`src/rtl/mem_arbiter.sv`:
```
// Two-port (fetch / data) arbiter and sequencer in front of a single-port word memory.
// Data port has fixed priority; fetch port is forced through after MAX_WAIT lost arbitrations.
module mem_arbiter #(
  parameter int unsigned MEM_WORDS = 1024,
  parameter int unsigned MAX_WAIT  = 3
) (
  input  logic        clk,
  input  logic        rst,
  // fetch port
  input  logic        i_req,
  input  logic [31:0] i_addr,
  output logic        i_ready,
  output logic        i_rvalid,
  output logic [31:0] i_rdata,
  output logic        i_err,
  // data port
  input  logic        d_req,
  input  logic        d_we,
  input  logic [31:0] d_addr,
  input  logic [31:0] d_wdata,
  output logic        d_ready,
  output logic        d_rvalid,
  output logic [31:0] d_rdata,
  output logic        d_err,
  // memory side
  output logic [31:0] mem_address,
  output logic [31:0] mem_writedata,
  output logic        mem_writemem,
  output logic        mem_readmem,
  input  logic [31:0] mem_readdata
);

  localparam int unsigned AW    = 32;
  localparam int unsigned DW    = 32;
  localparam int unsigned CNT_W = 4;

  typedef enum logic [1:0] {
    ST_IDLE    = 2'd0,
    ST_SERVE_I = 2'd1,
    ST_SERVE_D = 2'd2
  } state_e;

  state_e           state_q;
  logic [CNT_W-1:0] starve_q;
  logic [AW-1:0]    addr_q;
  logic [DW-1:0]    wdata_q;
  logic             we_q;
  logic             oor_q;
  logic             readmem_q;
  logic             writemem_q;
  logic             i_rvalid_q;
  logic             i_err_q;
  logic [DW-1:0]    i_rdata_q;
  logic             d_rvalid_q;
  logic             d_err_q;
  logic [DW-1:0]    d_rdata_q;

  logic             grant_i_c;
  logic             grant_d_c;
  logic             i_oor_c;
  logic             d_oor_c;
  logic             starve_full_c;

  // Full-width unsigned range check; high address bits are never dropped.
  assign i_oor_c       = (i_addr >= AW'(MEM_WORDS));
  assign d_oor_c       = (d_addr >= AW'(MEM_WORDS));
  assign starve_full_c = (starve_q == CNT_W'(MAX_WAIT));

  // Arbitration in IDLE: data wins ties unless fetch has lost MAX_WAIT times in a row.
  always_comb begin
    grant_i_c = 1'b0;
    grant_d_c = 1'b0;
    if (state_q == ST_IDLE) begin
      if (i_req && d_req) begin
        if (starve_full_c) grant_i_c = 1'b1;
        else               grant_d_c = 1'b1;
      end else if (i_req) begin
        grant_i_c = 1'b1;
      end else if (d_req) begin
        grant_d_c = 1'b1;
      end
    end
  end

  // Sequencer: latch the granted request, drive the memory for one cycle, return a response pulse.
  always_ff @(posedge clk or negedge rst) begin
    if (!rst) begin
      state_q    <= ST_IDLE;
      starve_q   <= '0;
      addr_q     <= '0;
      wdata_q    <= '0;
      we_q       <= 1'b0;
      oor_q      <= 1'b0;
      readmem_q  <= 1'b0;
      writemem_q <= 1'b0;
      i_rvalid_q <= 1'b0;
      i_err_q    <= 1'b0;
      i_rdata_q  <= '0;
      d_rvalid_q <= 1'b0;
      d_err_q    <= 1'b0;
      d_rdata_q  <= '0;
    end else begin
      readmem_q  <= 1'b0;
      writemem_q <= 1'b0;
      i_rvalid_q <= 1'b0;
      i_err_q    <= 1'b0;
      d_rvalid_q <= 1'b0;
      d_err_q    <= 1'b0;
      unique case (state_q)
        ST_IDLE: begin
          if (grant_i_c) begin
            state_q   <= ST_SERVE_I;
            addr_q    <= i_addr;
            we_q      <= 1'b0;
            oor_q     <= i_oor_c;
            readmem_q <= !i_oor_c;
            starve_q  <= '0;
          end else if (grant_d_c) begin
            state_q    <= ST_SERVE_D;
            addr_q     <= d_addr;
            we_q       <= d_we;
            oor_q      <= d_oor_c;
            readmem_q  <= !d_oor_c && !d_we;
            writemem_q <= !d_oor_c && d_we;
            if (d_we && !d_oor_c) wdata_q <= d_wdata;
            if (i_req && !starve_full_c) starve_q <= starve_q + CNT_W'(1);
          end
        end
        ST_SERVE_I: begin
          state_q    <= ST_IDLE;
          i_rvalid_q <= 1'b1;
          i_err_q    <= oor_q;
          i_rdata_q  <= oor_q ? '0 : mem_readdata;
        end
        ST_SERVE_D: begin
          state_q    <= ST_IDLE;
          d_rvalid_q <= 1'b1;
          d_err_q    <= oor_q;
          if (oor_q)      d_rdata_q <= '0;
          else if (!we_q) d_rdata_q <= mem_readdata;
        end
        default: state_q <= ST_IDLE;
      endcase
    end
  end

  assign i_ready       = grant_i_c;
  assign d_ready       = grant_d_c;
  assign i_rvalid      = i_rvalid_q;
  assign i_rdata       = i_rdata_q;
  assign i_err         = i_err_q;
  assign d_rvalid      = d_rvalid_q;
  assign d_rdata       = d_rdata_q;
  assign d_err         = d_err_q;
  assign mem_address   = addr_q;
  assign mem_writedata = wdata_q;
  assign mem_writemem  = writemem_q;
  assign mem_readmem   = readmem_q;

endmodule

```
`config.mk`:
```
export PLATFORM = sky130hd
export DESIGN_NAME = mem_arbiter
export DESIGN_NICKNAME = d
export VERILOG_FILES = /design/src/rtl/mem_arbiter.sv
export SDC_FILE = /design/constraint.sdc
export NUM_CORES = 1
export LEC_CHECK = 0
export BUFFER_PORTS_ARGS = -buffer_cell sky130_fd_sc_hd__buf_2
export CELL_PAD_IN_SITES_DETAIL_PLACEMENT = 1
export CELL_PAD_IN_SITES_GLOBAL_PLACEMENT = 2
export CORE_MARGIN = 2
export CORE_UTILIZATION = 29
export CTS_BUF_LIST = sky130_fd_sc_hd__clkbuf_4 sky130_fd_sc_hd__clkbuf_8
export CTS_CLUSTER_SIZE = 10
export DETAILED_ROUTE_END_ITERATION = 6
export PLACE_DENSITY_LB_ADDON = 0.1
export SLEW_MARGIN = 10
export SYNTH_ARGS = -nofsm -noshare
export SYNTH_HDL_FRONTEND = slang
export SYNTH_SLANG_ARGS = --single-unit
```
`constraint.sdc`:
```
create_clock -name clk -period 2.3 [get_ports clk]
set_input_delay 0.115 -clock clk [delete_from_list [all_inputs] [get_ports clk]]
set_output_delay 0.115 -clock clk [all_outputs]
set_load 0.1 [all_outputs]
```
==> reports/metrics.cfg, run 1 <==
[grt]
antenna_found_initial=0
grt_first_pass_wirelength_mm=35.0
grt_overflow=0
grt_pass1_vias=6495
grt_max_degree=55
track_usage_pct=20.3

[timing]
fin_setup_tns_ns=0
rsz0062_at_grt=no
fin_ws_ns=0.144
min_period_ns=2.16
max_slew_margin_pct=43.2
fin_crit_sh_pct=93.7
worst_pin_slew_ns=0.848
maxSlewViolCount=0
setup_viol=0
fmax_mhz=464
final_hold_viol_count=0
skew_ns=0.0228

[hold_path]
hp-class=input port to flip-flop
whs_endpoint=starve_q[3]
hold_depth=3
min_from=i_req

[clocking]
cts_buffer_depth=2
clock_latency_ns=0.46
cts_tree=done
clock-sinks=142
cts_buffers=17
htree_levels=4
clk_pin_slew_ns=0.08
cts_root_buf=clkbuf_8

[synth]
synth_common_cells=142 x dfrtp_1, 132 x nand2_1, 72 x o21ai_0
synth_area_leaders=dfrtp_1 59%, nand2_1 8.2%, o21ai_0 6.0%, mux2_2 5.4%, mux2i_1 5.3%
synth_cell_types=37
syn_avg_cell_area_um2=10.8
synth_top_family_by_area=compound AO/OA/AOI/OAI gates
synthAdderAreaFrac_pct=0.207
ys_seq_area_share_pct=58.9
synth_xor_area_share_pct=0
ys.flop_type=dfrtp_1
muxShareOfSynthArea_pct=11.5
yosys_warnings=0
synth_seq_cells=142
synth_cells=560
yosysTopAreaCell=dfrtp_1
synth_top_area_share_pct=58.9
synth.most_common_cell=dfrtp_1
synth_edf_count=0
synth.net_count=694
synth_compound_area_share_pct=13.8
synthSimpleGateAreaFrac_pct=11.5
async_reset_ff_share_pct=100
syn_area_um2=6030

[cells_and_area]
drive_above_1_share_pct=37.3
n_antenna_cell=0
area_growth_pct=57.0
fin_nets=1092

[route]
dr_total_vias=5791
drc_errors=0
avgViaCountPerCell=4.67
wl_mm=21.9
drt-pass1-iter-count=4
wl_per_cell_um=17.7
drt_iter0_drc=147
ant_nets=0

[power]
power_density_nw_per_um2=752
ir_drop_uv=396
cellLeakagePower_nw=4.72

[floorplanning]
core_area_um2=20300
rows=52
dieArea_um2=22000
die_x_um=148
start_util_pct=29.7
ios=269
fp.dieH_um=148

[worst_setup_path]
cp.arrival_ns=2.04
crit_type=flip-flop to primary output
worstPathRequired_ns=2.18
rr_worst_depth=7
cp-end-kind=primary output
reg2reg_from=starve_q[1]
r2r_end=mem_address[20]
crit_fanout=6
ff2ff_setup_slack_ns=0.15
start_kind=flip-flop
startpoint=starve_q[1]

[job]
drv_cap=0

[placement]
dp_hpwl_mm=14.4
dp_slack_ns=0.0826
io_buffers=268
gp_congestion=0.763

[outcome]
outcome=complete, no violations

-- final cells by class --
type,count,area [um^2]
tap,270,338
clock buffer,17,234
multi-input combinational,370,2250
sequential,142,3550
clock inverter,15,173
inverter,8,30.0
fill,2341,10800
timing repair buffer,419,2890
-- routing by layer --
layer	routed length [um]	track usage, %	part of all wire, %
met5	0	0	0
met4	358	5.43	1.6
met3	1450	6.32	6.6
met2	11100	35.9	50
met1	9060	24.0	41
-- per-stage QoR --
stage               hold slack (ns)  cells  utilization (%)  power (mW)  cell area [um^2]
floorplan                    -0.181    560                -        4.31              6030
global placement             0.0661   1075             37.9        4.82              7700
detailed placement           0.0722   1075             37.9        4.85              7700
CTS                          0.0167   1240             46.6        7.19              9460
global route                 0.0213   1241             46.7        7.46              9470
finish                       0.0315   1241             46.7        7.12              9470
-- what timing repair did --
action                     CTS  global route
setup buffers                2             1
hold endpoints to repair   200             0
pin swaps                    0             1
gates resized for setup      1             3
gates cloned                 1             0
setup endpoints to repair    2             2
hold buffers               130             0
-- cells in the final DEF (no fill, tap or decap), types with 2 or more instances in the layout --
cell	n
a22oi_1	32
nand4_1	2
inv_8	3
nand2_1	132
clkbuf_8	17
buf_4	17
nor2_1	5
mux2_2	29
buf_6	2
dlygate4sd3_1	130
mux2i_1	32
inv_1	7
o21ai_0	71
bufinv_16	2
o21a_1	2
dfrtp_1	142
inv_6	7
nand3_1	3
buf_2	265
clkinv_2	2
mux2_4	3
nor4_1	10
buf_12	4
o21ai_1	29
-- logic make-up after synthesis --
logic type	Yosys count
multiplexers	64
adder cells (fa/ha/maj)	1
AO/OA/AOI/OAI	142
buffers and inverters	48
AND/OR/NAND/NOR	163
flip-flops	142
-- flip-flops by register name, summed over array words and instances (netlist names), 2 cells and up --
name	flops
d_rdata	32
i_rdata	32
mem_address	32
mem_writedata	32
starve_q	4
state_q	2
-- where the power goes --
part / internal (mW) / leakage (nW) / switching (mW) / total, mW
Sequential: 2.67 / 1.91 / 0.103 / 2.77
Clock: 1.00 / 0.208 / 1.11 / 2.12
Combinational: 0.548 / 2.60 / 1.69 / 2.24
Total: 4.22 / 4.72 / 2.90 / 7.12
-- worst max-delay path, stage by stage, from the launching register on --
cell      delay [ns]
dfrtp_1         0.38
ha_1            0.20
or3b_4          0.45
o211ai_4        0.28
inv_1           0.09
buf_6           0.19
-- worst max path at each step --
stage	end	cells past startpoint	slack, ns
3_3_place_gp	mem_writedata[1]	6	0.15
3_5_place_dp	mem_writedata[16]	6	0.08
6_report	d_ready	5	0.14
2_1_floorplan	mem_writedata[12]	7	0.21
4_1_cts	d_ready	5	0.04
5_1_grt	d_ready	5	0.01
No activity file was read; power rests on OpenSTA's default activity.
==> run 2, diff against run 1 <==
--- a/config.mk
+++ b/config.mk
@@ -5,7 +5,7 @@
 export SDC_FILE = /design/constraint.sdc
 export NUM_CORES = 1
 export LEC_CHECK = 0
-export BUFFER_PORTS_ARGS = -buffer_cell sky130_fd_sc_hd__buf_2
+export BUFFER_PORTS_ARGS = -buffer_cell sky130_fd_sc_hd__clkbuf_2
 export CELL_PAD_IN_SITES_DETAIL_PLACEMENT = 1
 export CELL_PAD_IN_SITES_GLOBAL_PLACEMENT = 2
 export CORE_MARGIN = 2
@@ -13,6 +13,7 @@
 export CTS_BUF_LIST = sky130_fd_sc_hd__clkbuf_4 sky130_fd_sc_hd__clkbuf_8
 export CTS_CLUSTER_SIZE = 10
 export DETAILED_ROUTE_END_ITERATION = 6
+export MAX_ROUTING_LAYER = met4
 export PLACE_DENSITY_LB_ADDON = 0.1
 export SLEW_MARGIN = 10
 export SYNTH_ARGS = -nofsm -noshare
==> reports/metrics.cfg, run 2 (synthesis results as in run 1) <==
[timing]
max_slew_margin_pct=42.4  ; -0.80 points
setup_viol=0  ; unchanged
final_hold_viol_count=0  ; unchanged
worst_pin_slew_ns=0.860  ; +0.0120 ns
maxSlewViolCount=0  ; unchanged
fmax_mhz=454  ; -2.0%
min_period_ns=2.20  ; +0.0442 ns
fin_crit_sh_pct=95.7  ; +1.9 points
fin_ws_ns=0.0996  ; -0.0442 ns
hold_slack_ns=0.0586  ; +0.0271 ns
skew_ns=0.0224  ; -0.000421 ns

[clocking]
cts_root_buf=clkbuf_8
htree_levels=4  ; unchanged
cts_tree=done
clock-sinks=142  ; unchanged
clk_pin_slew_ns=0.08  ; about the same
cts_buffer_depth=2  ; unchanged
clock_latency_ns=0.46  ; about the same
cts_buffers=17  ; unchanged

[floorplanning]
rows=52  ; unchanged
dieArea_um2=22000  ; unchanged
core_area_um2=20300  ; unchanged
die_x_um=148  ; unchanged
ios=269  ; unchanged
fp.dieH_um=148  ; unchanged
start_util_pct=29.7  ; unchanged

[worst_setup_path]
worstPathRequired_ns=2.18  ; about the same
start_kind=flip-flop
timing.critical_path.slowest_cell_delay_ns=0.44  ; about the same
cp.arrival_ns=2.09  ; +0.05 ns
crit_type=flip-flop to primary output
cp-end-kind=primary output
reg2reg_from=starve_q[0]
worstPathCellList=ha_2 -> or3b_4 -> o211ai_4 -> inv_1 -> buf_8
startpoint=starve_q[1]
cpMaxStageDelayCell=or3b_4
crit_fanout=5  ; -1

[hold_path]
hp-class=input port to flip-flop
min_from=i_req

[grt]
grt_overflow=0  ; unchanged
grt_pass1_vias=6271  ; -3.4%
grt_first_pass_wirelength_mm=33.4  ; -4.7%
grt_max_degree=62  ; +13%
track_usage_pct=20.0  ; -0.29 points
met1_usage_pct=23.2  ; -0.80 points
antenna_found_initial=0  ; unchanged
met3_usage_pct=5.71  ; -0.61 points
use_met2_pct=33.8  ; -2.1 points
grt.busiest_layer=met2

[placement]
placed_area_um2=7700  ; about the same
gp_congestion=0.768  ; +0.73%
dpl.cell_count=1071  ; -0.37%
dp_slack_ns=0.0617  ; -0.0209 ns
dp_hpwl_mm=14.2  ; -1.7%
io_buffers=268  ; unchanged

[power]
cellLeakagePower_nw=4.64  ; -1.7%
power_density_nw_per_um2=747  ; -0.57%
ir_drop_uv=437  ; +10%

[route]
ant_nets=0  ; unchanged
drt-pass1-iter-count=4  ; unchanged
dr_total_vias=5720  ; -1.2%
drc_errors=0  ; unchanged
wl_per_cell_um=17.1  ; -2.9%
avgViaCountPerCell=4.62  ; -1.1%
wl_mm=21.2  ; -3.1%
drt_iter0_drc=216  ; +47%

[job]
drv_cap=0  ; unchanged

[cells_and_area]
n_antenna_cell=0  ; unchanged
final_common_cell=clkbuf_2
nFillCells=2329  ; -0.51%
drive_above_1_share_pct=37.3  ; about the same
ff_latch_area_um2=3550  ; unchanged
fin_nets=1090  ; -0.18%
post-route-cell-area_um2=9470  ; unchanged
final_cell_mix=265 x clkbuf_2, 142 x dfrtp_1, 132 x nand2_1
area_growth_pct=57.0  ; unchanged
layoutNonFillerInstCount=1239  ; -0.16%
multi_input_area_um2=2260  ; +0.11%

[outcome]
outcome=complete, no violations

## run 2: cell types whose count changed in the layout (fill, tap and decap cells not counted), sizes merged
cell	before	now
buf	288	21
clkbuf	17	283
bufbuf	1	0
bufinv	2	1
inv	17	18
## run 2: worst max-delay path: cells and delay by family (launching register included)
| family | cells | cell delay [ns] |
|---|---|---|
| adder cells (fa/ha/maj) | 1 | 0.21 |
| AO/OA/AOI/OAI | 1 | 0.29 |
| buffers and inverters | 2 | 0.30 |
| flip-flops | 1 | 0.39 |
| AND/OR/NAND/NOR | 1 | 0.44 |
## run 2: routing by layer
metal | up-vias | share of wire [%]
met5 | - | 0
met4 | 0 | 2.1
met3 | 31 | 6.1
met2 | 199 | 51
met1 | 2748 | 41
li1 | 2742 | -
## run 2: timing repair
item,CTS,global route
pin swaps,0,2
gates resized for setup,3,2
hold endpoints to repair,175,0
endpoints found under the setup margin,2,2
gates cloned,0,1
hold buffers,130,0
setup buffers,0,5
## run 2: path summary, 6_finish.rpt
check	to	slack [ns]	cells after the start
worst max-delay path	d_ready	0.1	5
worst min register to register	i_rdata[16]	0.49	2
worst max register to register	mem_writedata[18]	0.19	6
worst min-delay path	starve_q[3]	0.06	3
min in group asynchronous	d_err	0.17	2
max in group asynchronous	i_rdata[18]	1.28	3
## run 2: power breakdown
| part | leakage [nW] | switching [mW] | internal, mW |
|---|---|---|---|
| registers | 1.91 | 0.112 | 2.67 |
| logic | 2.52 | 1.69 | 0.548 |
| clock network | 0.202 | 1.15 | 0.915 |
## run 2: final cells by class
| class | count | area share, % |
|---|---|---|
| clock buffers | 17 | 2.47 |
| clock inverters | 15 | 1.73 |
| inverters | 8 | 0.317 |
| multi-input cells | 370 | 23.8 |
| flip-flops and latches | 142 | 37.5 |
| well taps | 270 | 3.57 |
| repair buffers | 417 | 30.6 |
## run 2: per-stage QoR
stage | TNS, ns | power (mW) | util, %
after global routing | -0.0135 | 7.40 | 46.7
after global placement | 0 | 4.82 | 37.9
final | 0 | 7.08 | 46.7
after detailed placement | 0 | 4.85 | 37.9
after floorplan | 0 | 4.31 | -
after CTS | 0 | 7.13 | 46.3
==> run 3, diff against run 2 <==
--- a/config.mk
+++ b/config.mk
@@ -13,8 +13,11 @@
 export CTS_BUF_LIST = sky130_fd_sc_hd__clkbuf_4 sky130_fd_sc_hd__clkbuf_8
 export CTS_CLUSTER_SIZE = 10
 export DETAILED_ROUTE_END_ITERATION = 6
+export GPL_ROUTABILITY_DRIVEN = 1
+export HOLD_SLACK_MARGIN = 0.08
 export MAX_ROUTING_LAYER = met4
 export PLACE_DENSITY_LB_ADDON = 0.1
+export REMOVE_ABC_BUFFERS = 1
 export SLEW_MARGIN = 10
 export SYNTH_ARGS = -nofsm -noshare
 export SYNTH_HDL_FRONTEND = slang
==> reports/metrics.cfg, run 3 (synthesis results as in run 1) <==
[worst_setup_path]
worstPathCellList=ha_1 -> or3b_4 -> a21oi_4 -> buf_12 -> buf_4 -> mux2i_1 -> o21ai_0
start_kind=flip-flop
cp.arrival_ns=2.48  ; +0.39 ns
cp-end-kind=flip-flop
crit_family=simple AND/OR/NAND/NOR gates
critPathBufInv=2  ; unchanged
crit_type=flip-flop to flip-flop
cpMaxStageDelayCell=or3b_4
timing.critical_path.slowest_cell_delay_ns=0.45  ; about the same
crit_fanout=12  ; +7
worstPathRequired_ns=2.59  ; +0.41 ns

[route]
drt_iter0_drc=157  ; -27%
drt-pass1-iter-count=5  ; +1
dr_total_vias=5735  ; +0.26%
wl_mm=21.4  ; +0.54%
ant_nets=0  ; unchanged
drc_errors=0  ; unchanged
wl_per_cell_um=17.2  ; +0.54%
avgViaCountPerCell=4.63  ; +0.26%

[grt]
grt_overflow=0  ; unchanged
grt_pass1_vias=6268  ; -0.048%
antenna_found_initial=0  ; unchanged
track_usage_pct=20.2  ; +0.16 points
grt_max_degree=72  ; +16%
grt_first_pass_wirelength_mm=34.0  ; +1.9%

[placement]
dp_hpwl_mm=14.1  ; -0.33%
io_buffers=268  ; unchanged
dpl.cell_count=1072  ; +0.093%
gp_congestion=0.755  ; -1.7%

[floorplanning]
ios=269  ; unchanged
core_area_um2=20300  ; unchanged
fp.dieH_um=148  ; unchanged
dieArea_um2=22000  ; unchanged
start_util_pct=29.7  ; unchanged
rows=52  ; unchanged
die_x_um=148  ; unchanged

[power]
power.total_mw=6.97  ; -1.6%
power.internal_mw=4.00  ; -3.0%
ir_drop_uv=599  ; +37%
clkPwrFrac_pct=28.1  ; -1.1 points
p_switching_mw=2.96  ; +0.41%
pwr-share-seq_pct=39.8  ; +0.6 points
power_density_nw_per_um2=737  ; -1.4%
netSwitchingFraction_pct=42.5  ; +0.85 points
power_frac_comb_pct=32.1  ; +0.5 points
cellLeakagePower_nw=4.62  ; -0.33%

[clocking]
htree_levels=4  ; unchanged
clk_pin_slew_ns=0.10  ; +0.02 ns
cts_buffers=17  ; unchanged
cts_root_buf=clkbuf_8
clock-sinks=142  ; unchanged
clock_latency_ns=0.45  ; about the same
cts_tree=done
cts_buffer_depth=2  ; unchanged

[timing]
worst_pin_slew_ns=0.956  ; +0.0959 ns
fin_crit_sh_pct=95.3  ; -0.38 points
rsz0062_at_grt=no
maxSlewViolCount=0  ; unchanged
fmax_mhz=456  ; +0.40%
setup_viol=0  ; unchanged
skew_ns=0.0162  ; -0.00617 ns
min_period_ns=2.19  ; -0.00875 ns
max_slew_margin_pct=36.0  ; -6.4 points
final_hold_viol_count=0  ; unchanged

[cells_and_area]
layoutNonFillerInstCount=1239  ; unchanged
drive_above_1_share_pct=36.8  ; -0.41 points
area_growth_pct=56.7
n_antenna_cell=0  ; unchanged
final_cell_mix=265 x clkbuf_2, 142 x dfrtp_1, 132 x nand2_1, 132 x dlygate4sd3_1, 71 x o21ai_0
final_common_cell=clkbuf_2
fin_nets=1090  ; unchanged

[job]
drv_cap=0  ; unchanged

[hold_path]
hp-class=input port to async pin

[outcome]
outcome=complete, no violations

## run 3: cell types whose count changed in the layout (fill, tap and decap cells not counted), sizes merged
cell	change
dlygate4sd3	+2
bufbuf	+1
bufinv	-1
inv	-2
clkbuf	-1
buf	-2
clkinvlp	+2
clkinv	+1
## run 3: area by class of cell
class / count / area, um^2
well taps: 270 / 338
repair buffers: 417 / 2900
clock buffers: 17 / 234
multi-input cells: 370 / 2250
inverters: 8 / 30.0
clock inverters: 15 / 145
flip-flops and latches: 142 / 3550
fillers: 2372 / 10800
## run 3: timing repair
item | in CTS | in global routing
cloned | 1 | 0
hold buffers | 132 | 0
pin swaps | 0 | 0
setup endpoints to repair | 2 | 1
resized for setup | 2 | 1
hold endpoints to repair | 201 | 0
buffers inserted | 2 | 0
## run 3: metrics by stage
step | hold WS (ns) | setup TNS, ns | utilization [%] | area, um^2 | setup WS [ns]
2_1_floorplan | -0.181 | -76.21 | - | 5820 | -1.74
3_3_place_gp | 0.197 | 0 | 37.9 | 7700 | 0.0937
3_5_place_dp | 0.197 | 0 | 37.9 | 7700 | 0.0258
4_1_cts | 0.265 | 0 | 46.6 | 9450 | 0.0291
5_1_grt | 0.293 | 0 | 46.6 | 9450 | 0.00138
6_report | 0.254 | 0 | 46.6 | 9450 | 0.108
## run 3: final timing paths
check                                  from                 to  slack (ns)  cells after the start
worst max-delay path            starve_q[0]     mem_address[7]        0.11                      7
worst min-delay path                    rst              i_err        0.25                      2
worst max register to register  starve_q[0]     mem_address[7]        0.11                      7
worst min register to register  i_rdata[14]        i_rdata[14]        0.49                      2
max in group asynchronous               rst         i_rdata[4]        1.33                      3
min in group clk                d_wdata[12]  mem_writedata[12]        0.43                      3
## run 3: power by group through the flow
stage          Clock (mW)  Combinational [mW]  Sequential, mW
5_1_grt              2.13                2.36            2.81
3_5_place_dp            0                2.04            2.82
4_1_cts              2.03                2.24            2.78
3_3_place_gp            0                2.01            2.81
6_report             1.96                2.23            2.78
2_1_floorplan           0               0.387            3.89
## run 3: routing by layer
metal / vias to the layer above / GRT usage [%] / wire [um]
met2: 184 / 34.1 / 10600
met5: - / - / 0
met4: 0 / 4.76 / 218
li1: 2731 / - / -
met1: 2802 / 24.4 / 9180
met3: 18 / 5.15 / 1330
